[config.mk]
export PLATFORM = sky130hd
export DESIGN_NAME = serial_add_ctrl
export DESIGN_NICKNAME = d
export VERILOG_FILES = /design/src/rtl/serial_add_ctrl.sv
export SDC_FILE = /design/constraint.sdc
export NUM_CORES = 1
export LEC_CHECK = 0
export CORE_AREA = 2 2 69 87
export DETAILED_ROUTE_END_ITERATION = 8
export DIE_AREA = 0 0 71 89
export GPL_TIMING_DRIVEN = 1
export PLACE_DENSITY_LB_ADDON = 0.08
export SETUP_SLACK_MARGIN = 0.3
export SYNTH_ARGS = -nofsm -noshare
export SYNTH_HDL_FRONTEND = slang
export SYNTH_SLANG_ARGS = --single-unit
[constraint.sdc]
create_clock -name clk -period 2.7 [get_ports clk]
set_input_delay 0.54 -clock clk [delete_from_list [all_inputs] [get_ports clk]]
set_output_delay 0.54 -clock clk [all_outputs]
set_load 0.01 [all_outputs]
[src/rtl/serial_add_ctrl.sv]
// serial_add_ctrl: bit-serial adder controller.
// One 1-bit full adder cell is reused for WIDTH cycles, LSB first. A
// three-state FSM (IDLE/RUN/DONE) sequences the operation. Results are
// published only at the completing edge and held until the next
// completion or reset.

// Single-bit full adder cell; the only arithmetic resource in the block.
module fulladder (
    input  logic a,
    input  logic b,
    input  logic cin,
    output logic s,
    output logic cout
);

    assign s    = a ^ b ^ cin;
    assign cout = (a & b) | (cin & (a ^ b));

endmodule

module serial_add_ctrl #(
    parameter int WIDTH = 8
) (
    input  logic             clk,
    input  logic             reset,
    input  logic             start,
    input  logic [WIDTH-1:0] a,
    input  logic [WIDTH-1:0] b,
    input  logic             carry_in,
    output logic             busy,
    output logic             done,
    output logic [WIDTH-1:0] sum,
    output logic             carry_out,
    output logic             overflow
);

    // Index is one bit wider than log2(WIDTH) so it can never wrap.
    localparam int IDX_W = $clog2(WIDTH) + 1;
    localparam logic [IDX_W-1:0] LAST_IDX = IDX_W'(WIDTH - 1);
    localparam logic [IDX_W-1:0] IDX_ONE  = IDX_W'(1'b1);

    typedef enum logic [1:0] {
        ST_IDLE = 2'b00,
        ST_RUN  = 2'b01,
        ST_DONE = 2'b10
    } state_t;

    state_t           state_r;
    logic [WIDTH-1:0] a_r;
    logic [WIDTH-1:0] b_r;
    logic             carry_r;
    logic [IDX_W-1:0] idx_r;
    logic [WIDTH-1:0] psum_r;

    logic             fa_sum_s;
    logic             fa_cout_s;
    logic [WIDTH-1:0] psum_next_s;
    logic [WIDTH-1:0] a_next_s;
    logic [WIDTH-1:0] b_next_s;
    logic [IDX_W-1:0] idx_next_s;
    logic             last_bit_s;
    logic             ovf_s;

    fulladder u_fa (
        .a    (a_r[0]),
        .b    (b_r[0]),
        .cin  (carry_r),
        .s    (fa_sum_s),
        .cout (fa_cout_s)
    );

    // Datapath next-state for one serial step: shift in the new sum bit at
    // the MSB, shift operands right, advance the index. Overflow compares
    // the carry into the top bit (carry_r on the last step) with its carry out.
    always_comb begin
        psum_next_s = (psum_r >> 1'b1) | (WIDTH'(fa_sum_s) << (WIDTH - 1));
        a_next_s    = a_r >> 1'b1;
        b_next_s    = b_r >> 1'b1;
        idx_next_s  = idx_r + IDX_ONE;
        last_bit_s  = (idx_r == LAST_IDX);
        ovf_s       = carry_r ^ fa_cout_s;
    end

    // Control FSM, operand/carry/partial-sum registers and registered outputs.
    always_ff @(posedge clk) begin
        if (reset) begin
            state_r   <= ST_IDLE;
            a_r       <= '0;
            b_r       <= '0;
            carry_r   <= 1'b0;
            idx_r     <= '0;
            psum_r    <= '0;
            busy      <= 1'b0;
            done      <= 1'b0;
            sum       <= '0;
            carry_out <= 1'b0;
            overflow  <= 1'b0;
        end else begin
            case (state_r)
                ST_IDLE: begin
                    done <= 1'b0;
                    if (start) begin
                        state_r <= ST_RUN;
                        a_r     <= a;
                        b_r     <= b;
                        carry_r <= carry_in;
                        idx_r   <= '0;
                        psum_r  <= '0;
                        busy    <= 1'b1;
                    end else begin
                        busy    <= 1'b0;
                    end
                end
                ST_RUN: begin
                    // start is deliberately not looked at here.
                    a_r     <= a_next_s;
                    b_r     <= b_next_s;
                    carry_r <= fa_cout_s;
                    idx_r   <= idx_next_s;
                    psum_r  <= psum_next_s;
                    if (last_bit_s) begin
                        state_r   <= ST_DONE;
                        busy      <= 1'b0;
                        done      <= 1'b1;
                        sum       <= psum_next_s;
                        carry_out <= fa_cout_s;
                        overflow  <= ovf_s;
                    end else begin
                        busy      <= 1'b1;
                        done      <= 1'b0;
                    end
                end
                ST_DONE: begin
                    done <= 1'b0;
                    if (start) begin
                        // Back-to-back: accept immediately, no second done.
                        state_r <= ST_RUN;
                        a_r     <= a;
                        b_r     <= b;
                        carry_r <= carry_in;
                        idx_r   <= '0;
                        psum_r  <= '0;
                        busy    <= 1'b1;
                    end else begin
                        state_r <= ST_IDLE;
                        busy    <= 1'b0;
                    end
                end
                default: begin
                    state_r <= ST_IDLE;
                    busy    <= 1'b0;
                    done    <= 1'b0;
                end
            endcase
        end
    end

endmodule

==> flow_summary.yaml, run 1 <==
clock_network:
  cts_buffers: 5
  cts_setup_buffers: 0
  path_clk_slew_ns: 0.08
  cts_hold_buf: 0
  cts_resized: 0
  cts_tree: "built"
  cts_max_path_buffers: 2
  cts_htree_levels: 2
  clock_latency_ns: 0.29
  cts-root-buf: "clkbuf_8"
  clkSinkCount: 42
sta:
  fin_skew_ns: 0.00429
  fin_ws_ns: 0.971
  drv_slew: 0
  finalSetupViolations: 0
  layout_min_cycle_time_ns: 1.73
  fin_setup_tns_ns: 0
  slew_headroom_pct: 50.3
  finalCritPeriodShare_pct: 64.1
  fmax_mhz: 578
  fin_hold_ws_ns: 0.478
  rsz0062_at_grt: "false"
  hold_viol_final: 0
  worstMarginPinSlew_ns: 0.744
layout:
  design_area_um2: 2290
  finalCoreUtilization_pct: 42.0
  final_cells: 287
  syn_to_final_growth_pct: 18.6
  n_antenna_cell: 0
  fin_nets: 244
  drive_gt1_share_pct: 9.87
synth:
  synth_top_area_cell: "dfxtp_1"
  synth-seq-cells: 42
  synth-seq-area-share_pct: 43.6
  synth_area_leaders: "dfxtp_1, mux2i_1, a211oi_1, a21oi_1, buf_6"
  ys_warn_count: 0
  netlist_area_um2: 1930
  synth_cells: 201
  yosysTopAreaCellShare_pct: 43.6
  syn-mean-instance-area_um2: 9.60
  synth_cell_type_count: 31
  synthesis.nets: 223
placement:
  dpl.cell_count: 279
  placed_area_um2: 2200
  port-buffer-count: 31
  routabilityCongestion: 0.771
  dp_slack_ns: 0.685
  dp_hpwl_um: 2670
critical_path:
  cp_cell_sequence: "clkdlybuf4s50_1"
  cp-end-kind: "output port"
  cp_slowest_stage_delay_ns: 0.54
  ff2ff_path_depth: 3
  cp_slowest_cell: "clkdlybuf4s50_1"
  path_delay_family: "buffers and inverters"
  crit_type: "flop to output port"
  path_depth: 1
  crit_buf_inv: 1
  critPathLaunchType: "flop"
  crit_required_ns: 2.16
  crit_fanout: 2
  cp_data_arrival_time_ns: 1.19
die:
  num_rows: 30
  die_area_um2: 6320
  initial_core_util_pct: 35.4
  io_pins: 32
  die_w_um: 71
  core_area_um2: 5440
  die_y_um: 89
hold_path:
  worstHoldPathCells: 2
  hp-class: "flop to flop"
power_and_ir_drop:
  finalPower_mw: 1.27
  p_per_area_nw_per_um2: 555
  p_leak_nw: 0.800
  peakVddDrop_v: 0.000265
global_routing:
  grt_pass1_vias: 1545
  track_usage_pct: 13.7
  grt_max_degree: 34
  grt_use_met2_pct: 24.6
  globalRouteMet3Util_pct: 3.38
  antenna_found_initial: 0
  grt_busiest_layer: "met2"
  grt_pass1_wl_um: 6890
  use_met1_pct: 15.2
  gr-total-overflow: 0
run:
  max_cap_violations: 0
status:
  status: "finished, final reports clean"
detailed_routing:
  drtAntennaViolNets: 0
  drc: 0
  dr.pass1.iters: 4
  vias: 1507
  viasPerCell: 5.25
  wl_um: 3930
  drt-initial-drc-count: 66
  drt-wirelength-per-cell_um: 13.7
==> routing by layer <==
layer / routed length, um / share of wire [%]
met1: 1730 / 44
met2: 1990 / 51
met3: 142 / 3.6
met4: 68 / 1.7
met5: 0 / 0
==> worst register-to-register path, delay by kind of cell (launching register included) <==
kind / cells / cell delay [ns]
AOI/OAI and AO/OA: 1 / 0.26
and+or+nand+nor: 1 / 0.66
DFF: 1 / 0.45
muxes: 1 / 0.16
==> registers in the layout (all words and copies together) (netlist names), 2 cells and up <==
signal	count
idx_r	4
psum_r	7
b_r	8
state_r	2
sum	8
a_r	8
==> cell families after synthesis <==
group / Yosys count / synth area share, %
multiplexers: 23 / 12.2
AND/OR/NAND/NOR: 61 / 17.7
AO/OA/AOI/OAI: 49 / 15.8
XOR/XNOR: 2 / 0.908
adder cells (fa/ha/maj): 2 / 1.69
buffers and inverters: 22 / 8.11
flip-flops: 42 / 43.6
==> power by group <==
group	internal, mW	switching [mW]
logic	0.0874	0.0984
clock network	0.206	0.206
registers	0.652	0.0194
==> final timing paths <==
path                      startpoint                      to  slack [ns]
max            overflow$_SDFFE_PP0P_                overflow        0.97
min           psum_r[7]$_SDFFE_PP0P_  psum_r[6]$_SDFFE_PP0P_        0.48
max reg2reg  state_r[1]$_SDFFE_PP0P_   idx_r[2]$_SDFFE_PP0P_        1.07
min reg2reg   psum_r[7]$_SDFFE_PP0P_  psum_r[6]$_SDFFE_PP0P_        0.48
==> synth_stat cells <==
cell and count:
mux2_2 4, a21oi_2 1, nor3_1 17, nand3b_1 1, or3_1 2, o21a_1 2
o21ai_0 10, a311oi_2 1, nand2b_4 1, nand2b_2 1, buf_2 5, fa_1 1
inv_1 1, xnor2_1 2, ha_1 1, nand2_1 4, buf_1 1, dfxtp_1 42
and3b_1 1, a211oi_1 15, a21oi_1 19, buf_4 2, nor2_1 9, o2111ai_1 1
nand3_1 17, nand2_2 1, buf_6 8, nor3b_1 5, nor2b_4 2, clkbuf_1 5
mux2i_1 19
==> layout make-up <==
class / count / area [um2]
fill: 514 / 3150
multi-input combinational: 137 / 932
sequential: 42 / 841
timing repair buffer: 35 / 340
clock buffer: 7 / 86.3
tap: 64 / 80.1
clock inverter: 1 / 5.00
inverter: 1 / 3.75
==> cell usage in the layout (no fill, tap or decap), drive strengths merged, types with 2 or more instances in the layout <==
cell           count
o21a               2
nand2              5
clkbuf             7
a21oi             20
a211oi            15
clkdlybuf4s50     31
mux2               4
xnor2              2
nand3             17
o21ai             10
mux2i             19
nor2b              2
nor2               9
or3                2
dfxtp             42
nand2b             2
buf                4
nor3              17
nor3b              5
Power figures use the tool's default switching activity.
==> inputs of run 2 (changes only) <==
==> constraint.sdc (replaced) <==
create_clock -name clk -period 1.7 [get_ports clk]
set_input_delay 0.34 -clock clk [delete_from_list [all_inputs] [get_ports clk]]
set_output_delay 0.34 -clock clk [all_outputs]
set_load 0.01 [all_outputs]
==> run 2 against run 1 <==
Compared with the run above:
- routed wire length increased by 7.2%
- non-clock buffer count increased by 12
- via count increased by 4.2%
- sequential share of layout area decreased by 2.3 points
- count of clock-buffer cells in the layout decreased by 2
- register-to-register slack got worse by 0.72 ns
- sequential cell count unchanged
- die area unchanged
- global-route usage increased by 0.44 points
- first-iteration DRC count increased by 23%
==> flow_summary.yaml, run 2 (synthesis gave the netlist of run 1 again) <==
status:
  status: "finished, final reports clean"
critical_path:
  cp_slowest_cell: "dfxtp_2"
  cp_data_arrival_time_ns: 1.56
  crit_fanout: 16
  cp-end-kind: "flop"
  cp_cell_sequence: "buf_12 -> nor2b_4 -> buf_4 -> o2111ai_1 -> mux2i_1"
  critPathLaunchType: "flop"
  crit_type: "flop to flop"
  rrSetupSlack_ns: 0.35
  crit_required_ns: 1.91
  crit_buf_inv: 2
  cp_slowest_stage_delay_ns: 0.41
  path_delay_family: "flip-flops"
sta:
  worstMarginPinSlew_ns: 0.426
  fmax_mhz: 742
  fin_setup_tns_ns: 0
  finalCritPeriodShare_pct: 79.2
  hold_viol_final: 0
  fin_skew_ns: 0.00549
  slew_headroom_pct: 71.5
  drv_slew: 0
  layout_min_cycle_time_ns: 1.35
  finalSetupViolations: 0
  rsz0062_at_grt: "true"
die:
  core_area_um2: 5440
  die_area_um2: 6320
  initial_core_util_pct: 35.4
  die_w_um: 71
  die_y_um: 89
  io_pins: 32
  num_rows: 30
global_routing:
  grt_max_degree: 18
  antenna_found_initial: 0
  grt_pass1_wl_um: 7050
  use_met1_pct: 17.6
  gr-total-overflow: 0
  grt_use_met2_pct: 24.2
  globalRouteMet3Util_pct: 3.38
  track_usage_pct: 14.1
  grt_busiest_layer: "met2"
  grt_pass1_vias: 1481
power_and_ir_drop:
  peakVddDrop_v: 0.000474
  seq_power_share_pct: 48.9
  p_per_area_nw_per_um2: 891
  power.switching_mw: 0.541
  combPwrFrac_pct: 15.7
  p_int_mw: 1.65
  p_leak_nw: 0.954
  swShare_pct: 24.7
  finalPower_mw: 2.19
  clkPwrFrac_pct: 35.4
run:
  max_cap_violations: 0
layout:
  mostFrequentLayoutCell: "dfxtp_1"
  drive_gt1_share_pct: 16.9
  largestRegisters: "a_r (8), b_r (8), sum (8)"
  syn_to_final_growth_pct: 27.2
  fin_nets: 257
  n_antenna_cell: 0
  nFillCells: 519
  layout_common_cells: "dfxtp_1, mux2i_1, a21oi_1, clkdlybuf4s50_1"
clock_network:
  path_clk_slew_ns: 0.08
  cts_htree_levels: 2
  cts_tree: "built"
  clkSinkCount: 42
  cts_hold_buf: 0
  cts_max_path_buffers: 2
  cts-root-buf: "clkbuf_8"
  cts_buffers: 5
  clock_latency_ns: 0.29
detailed_routing:
  drt-initial-drc-count: 81
  vias: 1571
  drtAntennaViolNets: 0
  wl_um: 4220
  drt-wirelength-per-cell_um: 14.1
  dr.pass1.iters: 4
  drc: 0
  viasPerCell: 5.24
placement:
  routabilityCongestion: 0.727
  dp_hpwl_um: 2730
  port-buffer-count: 31
hold_path:
  hp-class: "flop to flop"
run 2: changes by cell type in the layout (fill, tap and decap cells not counted), sizes merged, moves of 2 or more:
cell / previous run / this run
clkbuf: 7 / 5
dlygate4sd2: 0 / 12
clkdlybuf4s50: 31 / 19
buf: 4 / 15
run 2: what timing repair did:
action,CTS,global route
buffers inserted,0,3
cloned,2,0
gates resized for setup,19,2
endpoints found under the setup margin,40,17
run 2: final timing paths:
kind                             to  cells after the start                     from
min reg2reg  psum_r[5]$_SDFFE_PP0P_                      2   psum_r[6]$_SDFFE_PP0P_
max reg2reg   idx_r[3]$_SDFFE_PP0P_                      5  state_r[0]$_SDFFE_PP0P_
max           idx_r[3]$_SDFFE_PP0P_                      5  state_r[0]$_SDFFE_PP0P_
min          psum_r[5]$_SDFFE_PP0P_                      2   psum_r[6]$_SDFFE_PP0P_
run 2: power groups by stage:
| stage | combinational [mW] | clock [mW] | sequential (mW) |
|---|---|---|---|
| after detailed placement | 0.314 | 0 | 1.09 |
| final | 0.342 | 0.775 | 1.07 |
| after global routing | 0.374 | 0.840 | 1.08 |
| after floorplan | 0.240 | 0 | 1.08 |
| after global placement | 0.309 | 0 | 1.09 |
| after CTS | 0.340 | 0.797 | 1.07 |
run 2: final cells by class:
cell class | count | area (um2) | share of cell area, %
Multi-Input combinational cell | 138 | 952 | 38.8
Sequential cell | 42 | 845 | 34.4
Timing Repair Buffer | 47 | 465 | 19.0
Clock inverter | 3 | 40.0 | 1.63
Clock buffer | 5 | 68.8 | 2.80
Tap cell | 64 | 80.1 | 3.26
Inverter | 1 | 3.75 | 0.153
run 2: worst reg2reg max path, cell delays in order, from the launching register on:
cell and delay (ns):
dfxtp_2 0.41, buf_12 0.19, nor2b_4 0.08, buf_4 0.13, o2111ai_1 0.23, mux2i_1 0.23
run 2: routing by layer:
metal | wire length, um | part of all wire (%)
met4 | 50 | 1.2
met1 | 1950 | 46
met2 | 2060 | 49
met5 | 0 | 0
met3 | 154 | 3.7
run 2: stage by stage:
| step | hold slack (ns) | setup slack, ns | instances | util [%] | cell area (um2) |
|---|---|---|---|---|---|
| 2_1_floorplan | 0.445 | 0.440 | 201 | - | 1930 |
| 3_3_place_gp | 0.462 | 0.0995 | 287 | 41.7 | 2270 |
| 3_5_place_dp | 0.461 | 0.0632 | 287 | 41.7 | 2270 |
| 4_1_cts | 0.471 | 0.344 | 297 | 44.6 | 2430 |
| 5_1_grt | 0.492 | 0.296 | 300 | 45.1 | 2450 |
| 6_report | 0.467 | 0.353 | 300 | 45.1 | 2450 |
